--- config.mk ---
export PLATFORM = sky130hd
export DESIGN_NAME = fp_add_v1_normalize_shift
export DESIGN_NICKNAME = d
export VERILOG_FILES = /design/src/rtl/fp_add_v1_pkg.sv /design/src/rtl/fp_add_v1_lshift_stage.sv /design/src/rtl/fp_add_v1_normalize_shift.sv
export SDC_FILE = /design/constraint.sdc
export NUM_CORES = 1
export LEC_CHECK = 0
export ABC_AREA = 1
export ABC_CLOCK_PERIOD_IN_PS = 2330
export CORE_UTILIZATION = 48
export DETAILED_ROUTE_END_ITERATION = 10
export MAX_ROUTING_LAYER = met4
export PLACE_DENSITY = 0.8
export SYNTH_ARGS = -nofsm -noshare
export SYNTH_HDL_FRONTEND = slang
export SYNTH_SLANG_ARGS = --single-unit
--- constraint.sdc ---
create_clock -name clock -period 2.33 [get_ports clock]
set_input_delay 0.233 -clock clock [delete_from_list [all_inputs] [get_ports clock]]
set_output_delay 0.233 -clock clock [all_outputs]
set_load 0.1 [all_outputs]
--- src/rtl/fp_add_v1_pkg.sv ---
// Shared constants, helpers and stage payload types for the fp_add_v1 normalizer.
package fp_add_v1_pkg;

  function automatic int unsigned clog2(input int unsigned value);
    int unsigned v;
    int unsigned r;
    v = (value > 0) ? value - 1 : 0;
    r = 0;
    while (v > 0) begin
      r = r + 1;
      v = v >> 1;
    end
    return r;
  endfunction

  localparam int unsigned DEF_WIDTH_MAN = 26;
  localparam int unsigned DEF_WIDTH_CNT = clog2(DEF_WIDTH_MAN);
  localparam int unsigned DEF_WIDTH_EXP = 8;

  // Low bits of the shift amount left for the second (fine) shifter.
  localparam int unsigned FINE_W = (DEF_WIDTH_CNT + 1) / 2;

  localparam logic [DEF_WIDTH_EXP-1:0] EXP_ZERO = '0;

  typedef struct packed {
    logic [DEF_WIDTH_MAN-1:0] man;
    logic [DEF_WIDTH_EXP-1:0] exp;
    logic [FINE_W-1:0]        fine_shift;
    logic                     denorm;
    logic                     zero;
  } stage1_t;

endpackage

--- src/rtl/fp_add_v1_lshift_stage.sv ---
// Combinational zero-filling left shifter; used for both coarse and fine steps.
module fp_add_v1_lshift_stage #(
  parameter int unsigned WIDTH   = 26,
  parameter int unsigned SHIFT_W = 5
) (
  input  logic [WIDTH-1:0]   data,
  input  logic [SHIFT_W-1:0] amount,
  output logic [WIDTH-1:0]   shifted_c
);

  always_comb begin
    shifted_c = data << amount;
  end

endmodule

--- src/rtl/fp_add_v1_normalize_shift.sv ---
// Two-stage post-add normalizer: clamps the leading-zero count against the exponent,
// left-shifts the mantissa (coarse then fine) and adjusts the exponent.
module fp_add_v1_normalize_shift
  import fp_add_v1_pkg::*;
#(
  parameter int unsigned WIDTH_MAN = DEF_WIDTH_MAN,
  parameter int unsigned WIDTH_CNT = DEF_WIDTH_CNT,
  parameter int unsigned WIDTH_EXP = DEF_WIDTH_EXP
) (
  input  logic                 clock,
  input  logic                 sclr,
  input  logic                 clk_en,
  input  logic                 in_valid,
  output logic                 in_ready,
  input  logic [WIDTH_MAN-1:0] in_man,
  input  logic [WIDTH_EXP-1:0] in_exp,
  input  logic [WIDTH_CNT-1:0] in_q,
  input  logic                 in_zero,
  output logic                 out_valid,
  input  logic                 out_ready,
  output logic [WIDTH_MAN-1:0] out_man,
  output logic [WIDTH_EXP-1:0] out_exp,
  output logic                 out_denorm,
  output logic                 out_zero
);

  localparam int unsigned CMP_W = (WIDTH_EXP > WIDTH_CNT) ? WIDTH_EXP : WIDTH_CNT;
  localparam logic [WIDTH_CNT-1:0] Q_MAX     = WIDTH_CNT'(WIDTH_MAN - 1);
  localparam logic [WIDTH_CNT-1:0] FINE_MASK = WIDTH_CNT'((1 << FINE_W) - 1);

  logic                 advance;
  logic [WIDTH_CNT-1:0] q_c;
  logic [CMP_W-1:0]     q_ext;
  logic [CMP_W-1:0]     exp_ext;
  logic [WIDTH_CNT-1:0] shift;
  logic [WIDTH_CNT-1:0] coarse_shift;
  logic [WIDTH_EXP-1:0] exp_res;
  logic                 denorm;
  logic                 zero;
  logic [WIDTH_MAN-1:0] man_sel;
  logic [WIDTH_MAN-1:0] coarse_man;
  logic [WIDTH_MAN-1:0] fine_man;
  stage1_t              s1_d;
  stage1_t              s1_q;
  logic                 s1_valid;

  // Whole pipeline moves together whenever the output slot can be refilled.
  always_comb begin
    advance  = clk_en & ~sclr & (~out_valid | out_ready);
    in_ready = advance;
  end

  // Shift amount and exponent adjustment; the shift never drives the exponent below 1.
  always_comb begin
    q_c     = (in_q > Q_MAX) ? Q_MAX : in_q;
    q_ext   = CMP_W'(q_c);
    exp_ext = CMP_W'(in_exp);
    shift   = '0;
    exp_res = EXP_ZERO;
    denorm  = 1'b0;
    zero    = 1'b0;
    if (in_zero) begin
      zero = 1'b1;
    end else if (in_exp == EXP_ZERO) begin
      denorm = 1'b1;
    end else if (q_ext < exp_ext) begin
      shift   = q_c;
      exp_res = WIDTH_EXP'(exp_ext - q_ext);
    end else begin
      shift  = WIDTH_CNT'(exp_ext - CMP_W'(1));
      denorm = 1'b1;
    end
  end

  always_comb begin
    coarse_shift = shift & ~FINE_MASK;
    man_sel      = in_zero ? '0 : in_man;
  end

  fp_add_v1_lshift_stage #(
    .WIDTH   (WIDTH_MAN),
    .SHIFT_W (WIDTH_CNT)
  ) u_coarse (
    .data      (man_sel),
    .amount    (coarse_shift),
    .shifted_c (coarse_man)
  );

  always_comb begin
    s1_d            = '0;
    s1_d.man        = coarse_man;
    s1_d.exp        = exp_res;
    s1_d.fine_shift = FINE_W'(shift);
    s1_d.denorm     = denorm;
    s1_d.zero       = zero;
  end

  // Stage 1 register.
  always_ff @(posedge clock) begin
    if (sclr) begin
      s1_valid <= 1'b0;
      s1_q     <= '0;
    end else if (advance) begin
      s1_valid <= in_valid;
      if (in_valid) begin
        s1_q <= s1_d;
      end
    end
  end

  fp_add_v1_lshift_stage #(
    .WIDTH   (WIDTH_MAN),
    .SHIFT_W (FINE_W)
  ) u_fine (
    .data      (s1_q.man),
    .amount    (s1_q.fine_shift),
    .shifted_c (fine_man)
  );

  // Stage 2 / output register.
  always_ff @(posedge clock) begin
    if (sclr) begin
      out_valid  <= 1'b0;
      out_man    <= '0;
      out_exp    <= '0;
      out_denorm <= 1'b0;
      out_zero   <= 1'b0;
    end else if (advance) begin
      out_valid <= s1_valid;
      if (s1_valid) begin
        out_man    <= fine_man;
        out_exp    <= s1_q.exp;
        out_denorm <= s1_q.denorm;
        out_zero   <= s1_q.zero;
      end
    end
  end

endmodule

# After elaboration in Yosys (flattened, before gate mapping)
# Index checks and enable logic that the tools add are counted.
[totals]
mem_count = 0
register_bits = 77
input_bits = 45
mem_bits_rw = 0
word_cells = 37
romBits = 0
latch_bits = 0
[classes]
n_bitwise = 5
shifts = 2
multipliers = 0
n_eq_ne = 0
div_mod_pow = 0
muxes = 12
reduce_logical = 3
magnitude_cmp = 2
n_addsub = 2
[ops]
columns = ["cell", "count"]
rows = [
  ["$mux W26", 1],
  ["$shl A26 B3 Y26", 1],
  ["$shl A26 B5 Y26", 1],
  ["$mux W8", 3],
  ["$mux W5", 4],
  ["$logic_not A8 Y1", 1],
  ["$lt A5 B8 Y1", 1],
  ["$sub A8 B5 Y8", 1],
  ["$gt A5 B5 Y1 const B", 1],
  ["$sub A5 B1 Y5 const B", 1],
  ["$mux W1", 4],
  ["$reduce_and A2 Y1", 2],
  ["$and A1 B1 Y1", 2],
  ["$not A1 Y1", 2],
  ["$or A1 B1 Y1", 1],
]

# Depth between registers and ports, before layout
[depth]
ltp_word = 7
depth_mapped = 18
ltp_nobuf = 17

# Modules after synthesis
# A second synthesis with hierarchy kept.
[unflattened]
cells_unflattened = 959
area_unflattened_um2 = 5947.0
[modules_own_cells]
columns = ["mod", "cells_per_inst", "n_inst", "area_per_inst_um2"]
rows = [
  ["fp_add_v1_normalize_shift", 487, 1, 3392.0],
  ["fp_add_v1_lshift_stage (u_coarse)", 281, 1, 1446.4],
  ["fp_add_v1_lshift_stage (u_fine)", 191, 1, 1108.6],
]

# Worst setup path after synthesis
# OpenSTA, ideal clock, no wires.
[synth_path]
kind = "reg2reg"
start = "reg out_valid"
end = "reg out_man[22]"
t_required_ns = 2.214
path_slack_ns = -0.451
synth_period_minus_slack_ns = 2.781
setup_time_ns = 0.116
path_buffers = 2
path_stages_with_launch = 10
arrival_time_ns = 2.665
path_cell_list = "dfxtp_1 inv_1 o21ai_0 nor2_2 inv_1 nor2_2 inv_1 buf_2 buf_2 a31o_2"
[synth_between]
elab_chain_cells = 4
[synth_rtl]
columns = ["item", "line_no", "text"]
rows = [
  ["start: declaration", "fp_add_v1_normalize_shift.sv:19", "output logic out_valid,"],
  ["start signal: assignment", "fp_add_v1_normalize_shift.sv:129", "out_valid <= s1_valid;"],
  ["$not A1 Y1", "fp_add_v1_normalize_shift.sv:49", "advance = clk_en & ~sclr & (~out_valid | out_ready);"],
  ["$or A1 B1 Y1", "fp_add_v1_normalize_shift.sv:49", ""],
  ["$and A1 B1 Y1", "fp_add_v1_normalize_shift.sv:49", ""],
  ["named net in_ready", "fp_add_v1_normalize_shift.sv:14", "output logic in_ready,"],
  ["$reduce_and A2 Y1 (no source line)", "n/a", ""],
  ["end signal: assignment", "fp_add_v1_normalize_shift.sv:131", "out_man <= fine_man;"],
  ["end: declaration", "fp_add_v1_normalize_shift.sv:21", "output logic [WIDTH_MAN-1:0] out_man,"],
]
# The timed path passes the listed nets, and every way through them passes these cells.
# A chain may end at the register's enable or synchronous reset.

# Worst setup path after layout
[layout_path]
start = "in in_q[4]"
end = "reg s1_q[7] in the netlist's numbering"
[layout_between]
elab_chain_cells = 6
[layout_rtl]
columns = ["item", "line_no", "text"]
rows = [
  ["start: declaration", "fp_add_v1_normalize_shift.sv:17", "input logic [WIDTH_CNT-1:0] in_q,"],
  ["$gt A5 B5 Y1", "fp_add_v1_normalize_shift.sv:55", "q_c = (in_q > Q_MAX) ? Q_MAX : in_q;"],
  ["$mux W5 (*)", "fp_add_v1_normalize_shift.sv:55", ""],
  ["$sub A8 B5 Y8 / $lt A5 B8 Y1 (equally long branches)", "fp_add_v1_normalize_shift.sv:68, fp_add_v1_normalize_shift.sv:66", ""],
  ["$mux W8 (*)", "fp_add_v1_normalize_shift.sv:66", "end else if (q_ext < exp_ext) begin"],
  ["$mux W8 (*)", "fp_add_v1_normalize_shift.sv:64", "end else if (in_exp == EXP_ZERO) begin"],
  ["$mux W8 (*)", "fp_add_v1_normalize_shift.sv:62", "if (in_zero) begin"],
  ["end signal: assignment", "fp_add_v1_normalize_shift.sv:102", "s1_q <= '0;"],
  ["end signal: assignment", "fp_add_v1_normalize_shift.sv:106", "s1_q <= s1_d;"],
  ["end: declaration", "fp_add_v1_normalize_shift.sv:44", "stage1_t s1_q;"],
]
# Every way passes the cells marked *; elsewhere a longest branch is shown, timed or not.

==> results.yml <==
detailed_routing:
  route.met3.wl_um: 738
  route.vias.total: 4786
  wl_met1_um: 5410
  wl_um: 12000
  drtIter0Drc: 264
  wl_met2_um: 5610
  drc: 5
  drtPass1Iterations: 8
  highest_layer: "met4"
  wl_per_cell_um: 13.6
  drtAntennaViolNets: 0
  vias_per_cell: 5.40
worst_hold_path:
  min_path_type: "primary input to flip-flop"
  whs_path_depth: 5
global_route:
  grt_start_max_net_pins: 45
  grt_pass1_wl_um: 20600
  grt_pass1_vias: 4496
  grt_antenna_before_repair: 0
  grt_use_total_pct: 26.7
  overflow: 0
sta:
  max_freq_mhz: 439
  worst_slew_pin_slew_ps: 642
  hold_slack_ps: 380
  finalSetupViolCount: 0
  slew_viol_final: 0
  final_hold_viol_count: 0
  post-route-period-util_pct: 97.8
  finClkSkew_ps: 8.66
  relSlewSlack_pct: 57.2
  finalCriticalPeriod_ps: 2280
synth:
  yosysSeqAreaShare_pct: 34.9
  synth.top_cell.area_share_pct: 34.9
  yosys_most_used_dff: "dfxtp_1"
  synth_compound_area_share_pct: 19.1
  synth_top_family_by_area: "simple AND/OR/NAND/NOR gates"
  ys_warn_count: 0
  synth_common_cells: "201 x nand2_1, 77 x dfxtp_1, 63 x a21oi_1"
  yosysMostFrequentCell: "nand2_1"
  synth.net_count: 724
  synthMuxAreaShare_pct: 0.679
  ys_types: 38
  synth_xor_area_share_pct: 0.990
  ys_seq_elements: 77
  async_flop_share_pct: 0
  synth_top_cell_by_area: "dfxtp_1"
  synthTopCellsByArea: "dfxtp_1 35%, nand2_1 17%, a21oi_1 7.1%, nand3_1 6.9%, o21ai_0 6.0%"
  synthSimpleGateAreaFrac_pct: 32.8
  mappedNetlistArea_um2: 4420
  synth_enable_flop_cells: 0
  avgSynthCellArea_um2: 6.59
  synthCells: 671
  synth_fa_ha_area_share_pct: 2.43
clocking:
  clock_latency_ps: 350
  cts_htree_levels: 3
  clockBufferDepth: 2
  cts_inserted_buffers: 9
  cts_root_buf: "clkbuf_8"
  holdBufCountCts: 0
  cts.sinks: 77
  clk_pin_slew_ps: 80
  cts_tree: "built"
placed_design:
  hpwl_um: 8680
  io_buffers: 82
  gp_congestion: 0.994
worst_setup_path:
  path_cells: "dlygate4sd2_1 -> nand2_2 -> o21ai_2 -> ha_2 -> inv_2 -> fa_2 -> nand2_2 -> buf_4 -> buf_4 -> buf_4 -> buf_4 -> buf_4 -> buf_4 -> buf_4 -> buf_4 -> buf_4 -> buf_4 -> nand2_1 -> a21oi_1"
  slowest_stage: "dlygate4sd2_1"
  critPathMaxStageDelay_ps: 250
  worstSetupEndpointType: "flip-flop"
  critPathLaunchType: "primary input"
  crit_path_frequent_cell: "buf_4"
  path_class: "primary input to flip-flop"
  worst_ep_required_time_ps: 2560
  worstPathArrival_ps: 2510
  rr_worst_depth: 8
  cp_max_fo: 3
status:
  failed_checks: "DRC"
  outcome: "finished with violations"
finish:
  finalNetCount: 827
  drive_above_1_share_pct: 20.3
  syn_to_final_growth_pct: 31.8
  antennaDiodeCount: 0
  fillerInstances: 783
floorplan:
  rows: 34
  coreArea_um2: 8810
  die_h_um: 98.0
  die_area_um2: 9600
  start_util_pct: 50.2
  io_pins: 83
  die_w_um: 98.0
power:
  max-vdd-ir-drop_mv: 0.288
  power.leakage_nw: 2.49
  power_mw: 2.94
  powerDensity_nw_per_um2: 505
flow_run:
  maxCapViolCount: 0
==> report_power, final <==
group	switching [mW]	leakage (nW)	internal (mW)
Clock	0.492	0.0923	0.493
Sequential	0.0183	0.623	1.34
Combinational	0.333	1.78	0.266
Total	0.843	2.49	2.10
==> final timing paths <==
path	slack, ps	endpoint	startpoint
setup / recovery	50	s1_q[7]	in_q[4]
hold / removal	380	s1_q[2]	in_exp[0]
setup reg to reg	540	s1_q[24]	out_valid
hold reg to reg	460	out_exp[4]	s1_q[9]
==> flip-flops by register name (all words and copies together) (netlist names) <==
register / flops
out_zero: 1
out_man: 26
out_valid: 1
s1_valid: 1
out_denorm: 1
s1_q: 39
out_exp: 8
==> layout make-up <==
class / count / area [um2] / share of cell area, %
Multi-Input combinational cell: 500 / 2550 / 43.8
Sequential cell: 77 / 1540 / 26.5
Timing Repair Buffer: 135 / 1210 / 20.8
Inverter: 51 / 191 / 3.28
Tap cell: 108 / 135 / 2.32
Clock buffer: 10 / 128 / 2.19
Clock inverter: 6 / 63.8 / 1.09
==> kinds of logic after synthesis <==
group,after synthesis
simple gates,335
mux,3
compound gates,149
xor+xnor,5
flops,77
buf+inv,94
fa+ha+maj,8
==> metal layers <==
layer / up-vias / track usage, %
met1: 2158 / 33.8
met2: 179 / 43.3
met3: 35 / 4.37
met4: 0 / 9.09
met5: - / -
li1: 2414 / -
==> worst max-delay path, delay by kind of cell <==
kind / cells / cell delay (ps)
buffers and inverters: 12 / 1540
adders and majority gates: 2 / 370
and+or+nand+nor: 3 / 230
AOI/OAI and AO/OA: 2 / 120
==> metrics by stage <==
step | cell area (um2) | setup WS (ps) | std cells | setup TNS (ps) | utilization (%)
after detailed placement | 5400 | -640 | 855 | -19970 | 61.3
final | 5830 | 50.4 | 887 | 0 | 66.2
after global placement | 5400 | -536 | 855 | -15860 | 61.3
after floorplan | 4430 | 65.8 | 671 | 0 | -
after CTS | 5770 | 25.1 | 886 | 0 | 65.5
after global routing | 5830 | -20.8 | 887 | -38.3 | 66.2
==> layout by cell type (no fill, tap or decap), drive strengths merged, types with 2 or more instances in the layout <==
cell type,instances
o211ai,6
a21oi,69
clkdlybuf4s50,38
nand2,211
dlygate4sd2,2
nor2,53
inv,49
dfxtp,77
nand3,68
clkinvlp,2
clkbuf,10
o21ai,57
xor2,5
clkdlybuf4s15,2
a31oi,2
a32o,8
ha,7
o311ai,2
dlymetal6s2s,2
buf,91
mux2i,3
clkinv,5
==> timing repair <==
action                                  4_1_cts  5_1_grt
cloned                                        2        0
resized for setup                            19       14
setup buffers                                13        1
endpoints found under the setup margin       35       33
pin swaps                                     8        8
(Power assumes the default switching activity.)
